File: src/rtl/ahb_lite_master.sv
// AHB-lite initiator: turns a valid/ready command stream into pipelined SINGLE transfers.
// Two slots (address phase, data phase); one in-order response per accepted command.
module ahb_lite_master #(
  parameter logic [3:0] HPROT_VAL = 4'b0011
) (
  input  logic        HCLK,
  input  logic        HRESETn,
  // command stream
  input  logic        cmd_valid,
  output logic        cmd_ready,
  input  logic        cmd_write,
  input  logic [31:0] cmd_addr,
  input  logic [2:0]  cmd_size,
  input  logic [31:0] cmd_wdata,
  // response stream
  output logic        rsp_valid,
  output logic        rsp_write,
  output logic [31:0] rsp_rdata,
  output logic        rsp_err,
  output logic        busy,
  // AHB-lite bus
  output logic [31:0] HADDR,
  output logic [1:0]  HTRANS,
  output logic        HWRITE,
  output logic [2:0]  HSIZE,
  output logic [2:0]  HBURST,
  output logic [3:0]  HPROT,
  output logic        HMASTLOCK,
  output logic [31:0] HWDATA,
  input  logic        HREADY,
  input  logic        HRESP,
  input  logic [31:0] HRDATA
);

  localparam logic [1:0] TransIdle   = 2'b00;
  localparam logic [1:0] TransNonseq = 2'b10;

  // address-phase slot
  logic        ap_nonseq_q, ap_nonseq_d;
  logic        ap_cancel_q, ap_cancel_d;
  logic [31:0] ap_addr_q, ap_addr_d;
  logic        ap_write_q, ap_write_d;
  logic [2:0]  ap_size_q, ap_size_d;
  logic [31:0] ap_wdata_q, ap_wdata_d;

  // data-phase slot
  logic        dp_valid_q, dp_valid_d;
  logic        dp_write_q, dp_write_d;
  logic        dp_cancel_q, dp_cancel_d;
  logic [2:0]  dp_size_q, dp_size_d;
  logic [1:0]  dp_lsb_q, dp_lsb_d;
  logic [31:0] dp_wdata_q, dp_wdata_d;

  // response register
  logic        rsp_valid_q, rsp_valid_d;
  logic        rsp_write_q, rsp_write_d;
  logic [31:0] rsp_rdata_q, rsp_rdata_d;
  logic        rsp_err_q, rsp_err_d;

  logic        err_first;
  logic        cmd_accept;
  logic [2:0]  cmd_size_c;
  logic [31:0] cmd_addr_a;
  logic [31:0] rdata_ext;

  // First ERROR cycle: the slave is still holding HREADY low, nothing may be accepted.
  assign err_first  = dp_valid_q & HRESP & ~HREADY;
  assign cmd_ready  = HREADY & ~err_first;
  assign cmd_accept = cmd_valid & cmd_ready;

  assign cmd_size_c = (cmd_size > 3'd2) ? 3'd2 : cmd_size;

  always_comb begin
    cmd_addr_a = cmd_addr;
    case (cmd_size_c)
      3'd0:    cmd_addr_a = cmd_addr;
      3'd1:    cmd_addr_a = {cmd_addr[31:1], 1'b0};
      default: cmd_addr_a = {cmd_addr[31:2], 2'b00};
    endcase
  end

  always_comb begin
    rdata_ext = HRDATA;
    case (dp_size_q)
      3'd0:    rdata_ext = {24'h0, HRDATA[{dp_lsb_q, 3'b000} +: 8]};
      3'd1:    rdata_ext = dp_lsb_q[1] ? {16'h0, HRDATA[31:16]} : {16'h0, HRDATA[15:0]};
      default: rdata_ext = HRDATA;
    endcase
  end

  always_comb begin
    ap_nonseq_d = ap_nonseq_q;
    ap_cancel_d = ap_cancel_q;
    ap_addr_d   = ap_addr_q;
    ap_write_d  = ap_write_q;
    ap_size_d   = ap_size_q;
    ap_wdata_d  = ap_wdata_q;
    dp_valid_d  = dp_valid_q;
    dp_write_d  = dp_write_q;
    dp_cancel_d = dp_cancel_q;
    dp_size_d   = dp_size_q;
    dp_lsb_d    = dp_lsb_q;
    dp_wdata_d  = dp_wdata_q;
    rsp_valid_d = 1'b0;
    rsp_write_d = 1'b0;
    rsp_rdata_d = 32'h0;
    rsp_err_d   = 1'b0;

    if (HREADY) begin
      if (dp_valid_q) begin
        rsp_valid_d = 1'b1;
        rsp_write_d = dp_write_q;
        rsp_err_d   = dp_cancel_q | HRESP;
        // Errored or cancelled reads return zero rather than whatever the bus carried.
        rsp_rdata_d = (dp_write_q | dp_cancel_q | HRESP) ? 32'h0 : rdata_ext;
      end
      dp_valid_d  = ap_nonseq_q | ap_cancel_q;
      dp_write_d  = ap_write_q;
      dp_cancel_d = ap_cancel_q;
      dp_size_d   = ap_size_q;
      dp_lsb_d    = ap_addr_q[1:0];
      dp_wdata_d  = ap_wdata_q;
      ap_cancel_d = 1'b0;
      if (cmd_accept) begin
        ap_nonseq_d = 1'b1;
        ap_addr_d   = cmd_addr_a;
        ap_write_d  = cmd_write;
        ap_size_d   = cmd_size_c;
        ap_wdata_d  = cmd_wdata;
      end else begin
        ap_nonseq_d = 1'b0;
      end
    end else if (err_first && ap_nonseq_q) begin
      // Pull the queued transfer off the bus but keep it so it still gets a response.
      ap_nonseq_d = 1'b0;
      ap_cancel_d = 1'b1;
    end
  end

  always_ff @(posedge HCLK or negedge HRESETn) begin
    if (!HRESETn) begin
      ap_nonseq_q <= 1'b0;
      ap_cancel_q <= 1'b0;
      ap_addr_q   <= 32'h0;
      ap_write_q  <= 1'b0;
      ap_size_q   <= 3'd0;
      ap_wdata_q  <= 32'h0;
      dp_valid_q  <= 1'b0;
      dp_write_q  <= 1'b0;
      dp_cancel_q <= 1'b0;
      dp_size_q   <= 3'd0;
      dp_lsb_q    <= 2'd0;
      dp_wdata_q  <= 32'h0;
      rsp_valid_q <= 1'b0;
      rsp_write_q <= 1'b0;
      rsp_rdata_q <= 32'h0;
      rsp_err_q   <= 1'b0;
    end else begin
      ap_nonseq_q <= ap_nonseq_d;
      ap_cancel_q <= ap_cancel_d;
      ap_addr_q   <= ap_addr_d;
      ap_write_q  <= ap_write_d;
      ap_size_q   <= ap_size_d;
      ap_wdata_q  <= ap_wdata_d;
      dp_valid_q  <= dp_valid_d;
      dp_write_q  <= dp_write_d;
      dp_cancel_q <= dp_cancel_d;
      dp_size_q   <= dp_size_d;
      dp_lsb_q    <= dp_lsb_d;
      dp_wdata_q  <= dp_wdata_d;
      rsp_valid_q <= rsp_valid_d;
      rsp_write_q <= rsp_write_d;
      rsp_rdata_q <= rsp_rdata_d;
      rsp_err_q   <= rsp_err_d;
    end
  end

  always_comb begin
    HWDATA = 32'h0;
    if (dp_valid_q && dp_write_q && !dp_cancel_q) begin
      case (dp_size_q)
        3'd0:    HWDATA = {4{dp_wdata_q[7:0]}};
        3'd1:    HWDATA = {2{dp_wdata_q[15:0]}};
        default: HWDATA = dp_wdata_q;
      endcase
    end
  end

  assign HADDR     = ap_addr_q;
  assign HTRANS    = ap_nonseq_q ? TransNonseq : TransIdle;
  assign HWRITE    = ap_write_q;
  assign HSIZE     = ap_size_q;
  assign HBURST    = 3'b000;
  assign HPROT     = HPROT_VAL;
  assign HMASTLOCK = 1'b0;

  assign rsp_valid = rsp_valid_q;
  assign rsp_write = rsp_write_q;
  assign rsp_rdata = rsp_rdata_q;
  assign rsp_err   = rsp_err_q;
  assign busy      = ap_nonseq_q | ap_cancel_q | dp_valid_q;

endmodule

File: config.mk
export PLATFORM = sky130hd
export DESIGN_NAME = ahb_lite_master
export DESIGN_NICKNAME = d
export VERILOG_FILES = /design/src/rtl/ahb_lite_master.sv
export SDC_FILE = /design/constraint.sdc
export NUM_CORES = 1
export LEC_CHECK = 0
export CAP_MARGIN = 20
export CORE_ASPECT_RATIO = 0.8
export CORE_MARGIN = 3
export CORE_UTILIZATION = 47
export CTS_BUF_LIST = sky130_fd_sc_hd__clkbuf_8
export CTS_CLUSTER_DIAMETER = 200
export CTS_CLUSTER_SIZE = 16
export DETAILED_ROUTE_END_ITERATION = 10
export PLACE_DENSITY = 0.83
export SETUP_SLACK_MARGIN = 0.4
export SLEW_MARGIN = 30
export SYNTH_ARGS = -nofsm -noshare
export SYNTH_HDL_FRONTEND = slang
export SYNTH_SLANG_ARGS = --single-unit
File: constraint.sdc
create_clock -name HCLK -period 1.7 [get_ports HCLK]
set_input_delay 0.255 -clock HCLK [delete_from_list [all_inputs] [get_ports HCLK]]
set_output_delay 0.255 -clock HCLK [all_outputs]
set_load 0.02 [all_outputs]
Word level (Yosys, flattened, before mapping):

Index checks and enable logic that the tools add are counted.

* register bits: 145
* latch bits: 0
* memory bits (writable): 0
* memory bits (read-only): 0
* output and inout bits: 115
* logic and storage cells: 60
* memories kept: 0

* add/subtract/negate cells: 0
* multiply operators: 0
* divide/modulo/power cells: 0
* $lt $le $gt $ge: 1
* eq/ne operators: 2
* shift-type cells: 1
* muxes and demuxes: 21
* bitwise logic cells: 11
* reductions and logical operators: 8

Operator list (count)
* two-way mux 32 bit: 4
* case mux 32 bit (2 select lines): 2
* variable part select 32 x 6 -> 8 bit: 1
* two-way mux 16 bit: 1
* two-way mux 1 bit: 11
* == test 3 x 1 -> 1 bit, second input constant: 2
* zero test 3 bit: 2
* bitwise OR 1 bit: 5
* AND 1 bit: 4
* case mux 2 bit (2 select lines): 1
* greater-than comparator 3 x 2 -> 1 bit, second input constant: 1
* logical AND 1 bit: 3
* two-way mux 3 bit: 1
* two-way mux 2 bit: 1
* inverter 1 bit: 2
* AND reduction 2 bit: 1
* nonzero test 2 bit: 1
* zero test 1 bit: 1

Logic depth before layout (Yosys ltp):

* word-level depth: 7
* gate-level depth with buffers: 7
* gate-level depth less buffers: 4

Least setup slack after synthesis:

OpenSTA, ideal clock, no wires.

* path kind: register -> output
* start point: register dp_size_q[1]
* end point: output HWDATA[27]
* arrival: 1.564 ns
* required time: 1.445 ns
* slack: -0.119 ns
* stages on the path, launching flop included: 5
* path buffers: 1
* cells stage by stage: dfrtp_1 nor2_4 clkbuf_1 nor2_1 a211oi_1

* word-level cells in the longest chain between the ends: 3
* elaborated cells on any way between the ends: 4
* classes of those cells: eq/ne (1); mux (2); reduce/logical (1)

Ends and longest elaborated chain
* from (decl): line 50 `logic [2:0] dp_size_q, dp_size_d;`
* from (signal assigned): line 168 `dp_size_q <= dp_size_d;`
* == test 3 x 1 -> 1 bit or zero test 3 bit (tied branches): line 181 `case (dp_size_q)`
* case mux 32 bit (2 select lines) (*): line 181
* two-way mux 32 bit (*): line 180 `if (dp_valid_q && dp_write_q && !dp_cancel_q) begin`
* to (decl): line 29 `output logic [31:0] HWDATA,`

Mark *: on every way between the ends. The rest lies on a longest branch, timed or not.

Worst setup path after layout:

* start point: register dp_size_q[1]
* end point: output HWDATA[12]

Same word-level chain as after synthesis.

==> results.md <==
| Result | Reported | Unit |
| --- | --- | --- |
| Status | finished, violations left | - |
| Violations in the final reports | negative setup slack | - |
| Type of the worst setup path | reg -> out | - |
| Min Tclk post-route | 2110 | ps |
| Post-synth EDFFs | 0 | - |
| Commonest non-fill, non-tap cell in the layout | dfrtp_1 | - |
| Pin count of the biggest net entering global routing | 50 | - |
| Initial antenna violation count | 0 | - |
| Mapped Cells | 498 | - |
| Critical-path cell list | or2_4 > nor2_4 > buf_6 > nand2_2 > a21oi_4 > buf_6 | - |
| Portion of the post-synthesis area used by sequential elements | 58.6 | % |
| Critical path's slowest cell | dfrtp_2 | - |
| Chip height | 109 | µm |
| Cell Pwr Density | 1060 | nW/µm² |
| Root Buffer | clkbuf_8 | - |
| Buffers & Inverters on Critical Path | 2 | - |
| Top delay family on crit path | simple AND/OR/NAND/NOR gates | - |
| Number of primary I/O pins | 220 | - |
| Critical Path Stages | 6 | - |
| Overall via count from detail_route | 5085 | - |
| TritonCTS clock tree | built | - |
| Register-to-Register Path Depth | 7 | - |
| Post-synthesis register bit count | 145 | - |
| Inserted Clock Buffers | 17 | - |
| Longest Clk Path Bufs | 2 | - |
| Post-DP HPWL | 13100 | µm |
| Post-synthesis instance area | 6190 | µm² |
| Top FF cell, synth | dfrtp_1 | - |
| Clk Latency, worst-skew pair | 450 | ps |
| Number of warnings issued by yosys | 0 | - |
| Nets | 880 | - |
| Filler Cell Count | 755 | - |
| 1st-iter DRT viols | 333 | - |
| Max incr delay on CP | 440 | ps |
| Remaining routing DRC violations | 0 | - |
| Total placed instance area | 9090 | µm² |
| Final global-route overflow total | 0 | - |
| Avg Vias per Cell | 5.31 | - |
| Area of all placed cells without fillers | 9950 | µm² |
| Leakage dissipation | 4.45 | nW |
| Area of the die | 14600 | µm² |
| Number of I/O port buffers | 210 | - |
| Max IR drop VDD | 0.000867 | V |
| Vias in the first global route | 5373 | - |
| Detailed-route wire length per cell | 20.3 | µm |
| F_max | 474 | MHz |
| Finished Layout Cells | 958 | - |
| Clock transition at the registers of the reported paths | 80 | ps |
| First-pass GRT wire length | 29200 | µm |
| Placed insts | 893 | - |
| Core Util, Final | 79.5 | % |
| Worst slew margin relative to its limit | 63.6 | % |
| Share of the cycle needed by the critical path after routing | 124 | % |
| Routability cong. | 0.913 | - |
| Final hold violation count | 0 | - |
| Floorplan row count | 36 | - |
| Number of search-and-repair iterations in the first detailed-routing pass | 6 | - |
| Area delta synth->final | 60.8 | % |
| Total core area | 12500 | µm² |
| Diodes inserted | 0 | - |
| CTS sink cnt | 145 | - |
| Hold/Removal Path Class | in -> reg | - |
| Initial standard-cell utilization of the core | 49.4 | % |
| Commonest cells after routing, fill and taps aside | 144 x dfrtp_1, 102 x clkdlybuf4s50_1, 86 x mux2_2, 64 x buf_2, 55 x buf_6 | - |
| Cell depth of the worst hold path | 3 | - |
| Share of cells above drive strength 1 | 50.8 | % |
| Crit path launch type | register | - |
| Global router's overall resource usage | 26.1 | % |
| Required time of the critical path | 1440 | ps |
| Total chip power | 10.5 | mW |
| Mapped Avg Cell Area | 12.4 | µm² |
| RSZ-0062 raised after global routing | yes | - |
| H-tree Lvls | 4 | - |
| Floorplan die width | 134 | µm |
| Worst-margin pin slew | 545 | ps |
| Proportion of synthesized flip-flops having asynchronous set or reset | 100 | % |
| # Max-Cap Violations | 0 | - |
| DP Worst Slack | -441 | ps |
| CP max FO | 4 | - |
| Most common cell on crit path | buf_6 | - |
| Routed Antenna Nets | 0 | - |
| Setup slack after layout | -412 | ps |
| Final worst clock skew | 8.98 | ps |
| Setup-violating endpoint count in the final report | 65 | - |
| Final slew viol count | 0 | - |
| Number of library cell types mapped by synthesis | 38 | - |
| CP Capture Type | output port | - |
| Critical path data arrival time | 1860 | ps |
| Total wire length after detailed routing | 19500 | µm |
-- power by group --
| group | internal, mW | switching, mW |
|---|---|---|
| clock | 1.82 | 1.33 |
| sequential | 3.88 | 0.313 |
| combinational | 1.59 | 1.58 |
| total | 7.29 | 3.21 |
-- worst reg2reg max path, delay by kind of cell, from the launching register on --
| family | cells | cell delay [ps] |
|---|---|---|
| AND/OR/NAND/NOR | 3 | 940 |
| buffers and inverters | 4 | 500 |
| flip-flops | 1 | 400 |
-- flip-flops by register name, indices dropped and copies added, names as in the netlist, 2 cells and up --
signal,count
dp_lsb_q,2
rsp_rdata,32
dp_size_q,3
dp_wdata_q,32
HSIZE,3
HADDR,32
ap_wdata_q,32
-- Yosys cell counts, drive strengths merged, types with 2 or more instances --
library cell | n | area, µm²
conb | 2 | 7.51
and3 | 2 | 12.5
mux2i | 15 | 150
or3 | 2 | 12.5
a31oi | 8 | 50.1
nand3 | 7 | 35.0
a22o | 2 | 17.5
clkbuf | 12 | 45.0
nand3b | 2 | 15.0
nor2b | 2 | 12.5
dfrtp | 145 | 3630
a211oi | 8 | 60.1
a211o | 7 | 61.3
and2 | 26 | 163
nor2 | 19 | 95.1
mux2 | 102 | 1150
o21ai | 17 | 85.1
nand2 | 45 | 171
a21oi | 34 | 170
buf | 32 | 185
-- kinds of logic (layout without fill, tap and decap cells) --
group,Yosys count,after routing,share of synthesized area (%)
flip-flops,145,145,58.6
multiplexers,117,117,21.0
buffers and inverters,45,326,3.78
AO/OA/AOI/OAI,78,78,7.46
AND/OR/NAND/NOR,111,112,9.05
other,2,9,0.121
-- cell type report --
cell class	count	area [µm²]	share of cell area, %
Clock buffer	19	262	2.63
Sequential cell	145	3630	36.5
Clock inverter	12	208	2.09
Inverter	1	3.75	0.0377
Multi-Input combinational cell	316	2900	29.1
Timing Repair Buffer	294	2740	27.6
Tap cell	171	214	2.15
-- repair_timing --
item,in CTS,in global routing
hold endpoints to repair,44,0
endpoints found under the setup margin,138,74
resized for setup,524,65
hold buffers,1,0
gates cloned,3,1
pin swaps,19,23
buffers inserted,17,12
-- through the flow --
step                      setup TNS, ps  hold slack [ps]
after global placement            -8490              226
final                            -13760              159
after global routing             -17190              143
after floorplan                       0            -40.6
after detailed placement         -10680              235
after CTS                         -9580              127
-- worst paths after layout --
check | startpoint | endpoint | slack (ps)
worst max-delay path | dp_size_q[1] | HWDATA[12] | -410
worst min-delay path | HREADY | rsp_valid | 160
worst max register to register | dp_cancel_q | rsp_rdata[29] | -200
worst min register to register | HADDR[26] | HADDR[26] | 490
max in group asynchronous | HRESETn | dp_lsb_q[0] | 800
min in group asynchronous | HRESETn | dp_wdata_q[16] | 320
-- per-layer routing --
metal  up-vias  track usage, %  routed length [µm]
li1       2263               -                   -
met1      2536            32.5                7650
met2       254            43.5                9760
met3        32            7.66                1570
met4         0            10.0                 510
met5         -               0                   0
No activity file was read; power rests on OpenSTA's default activity.
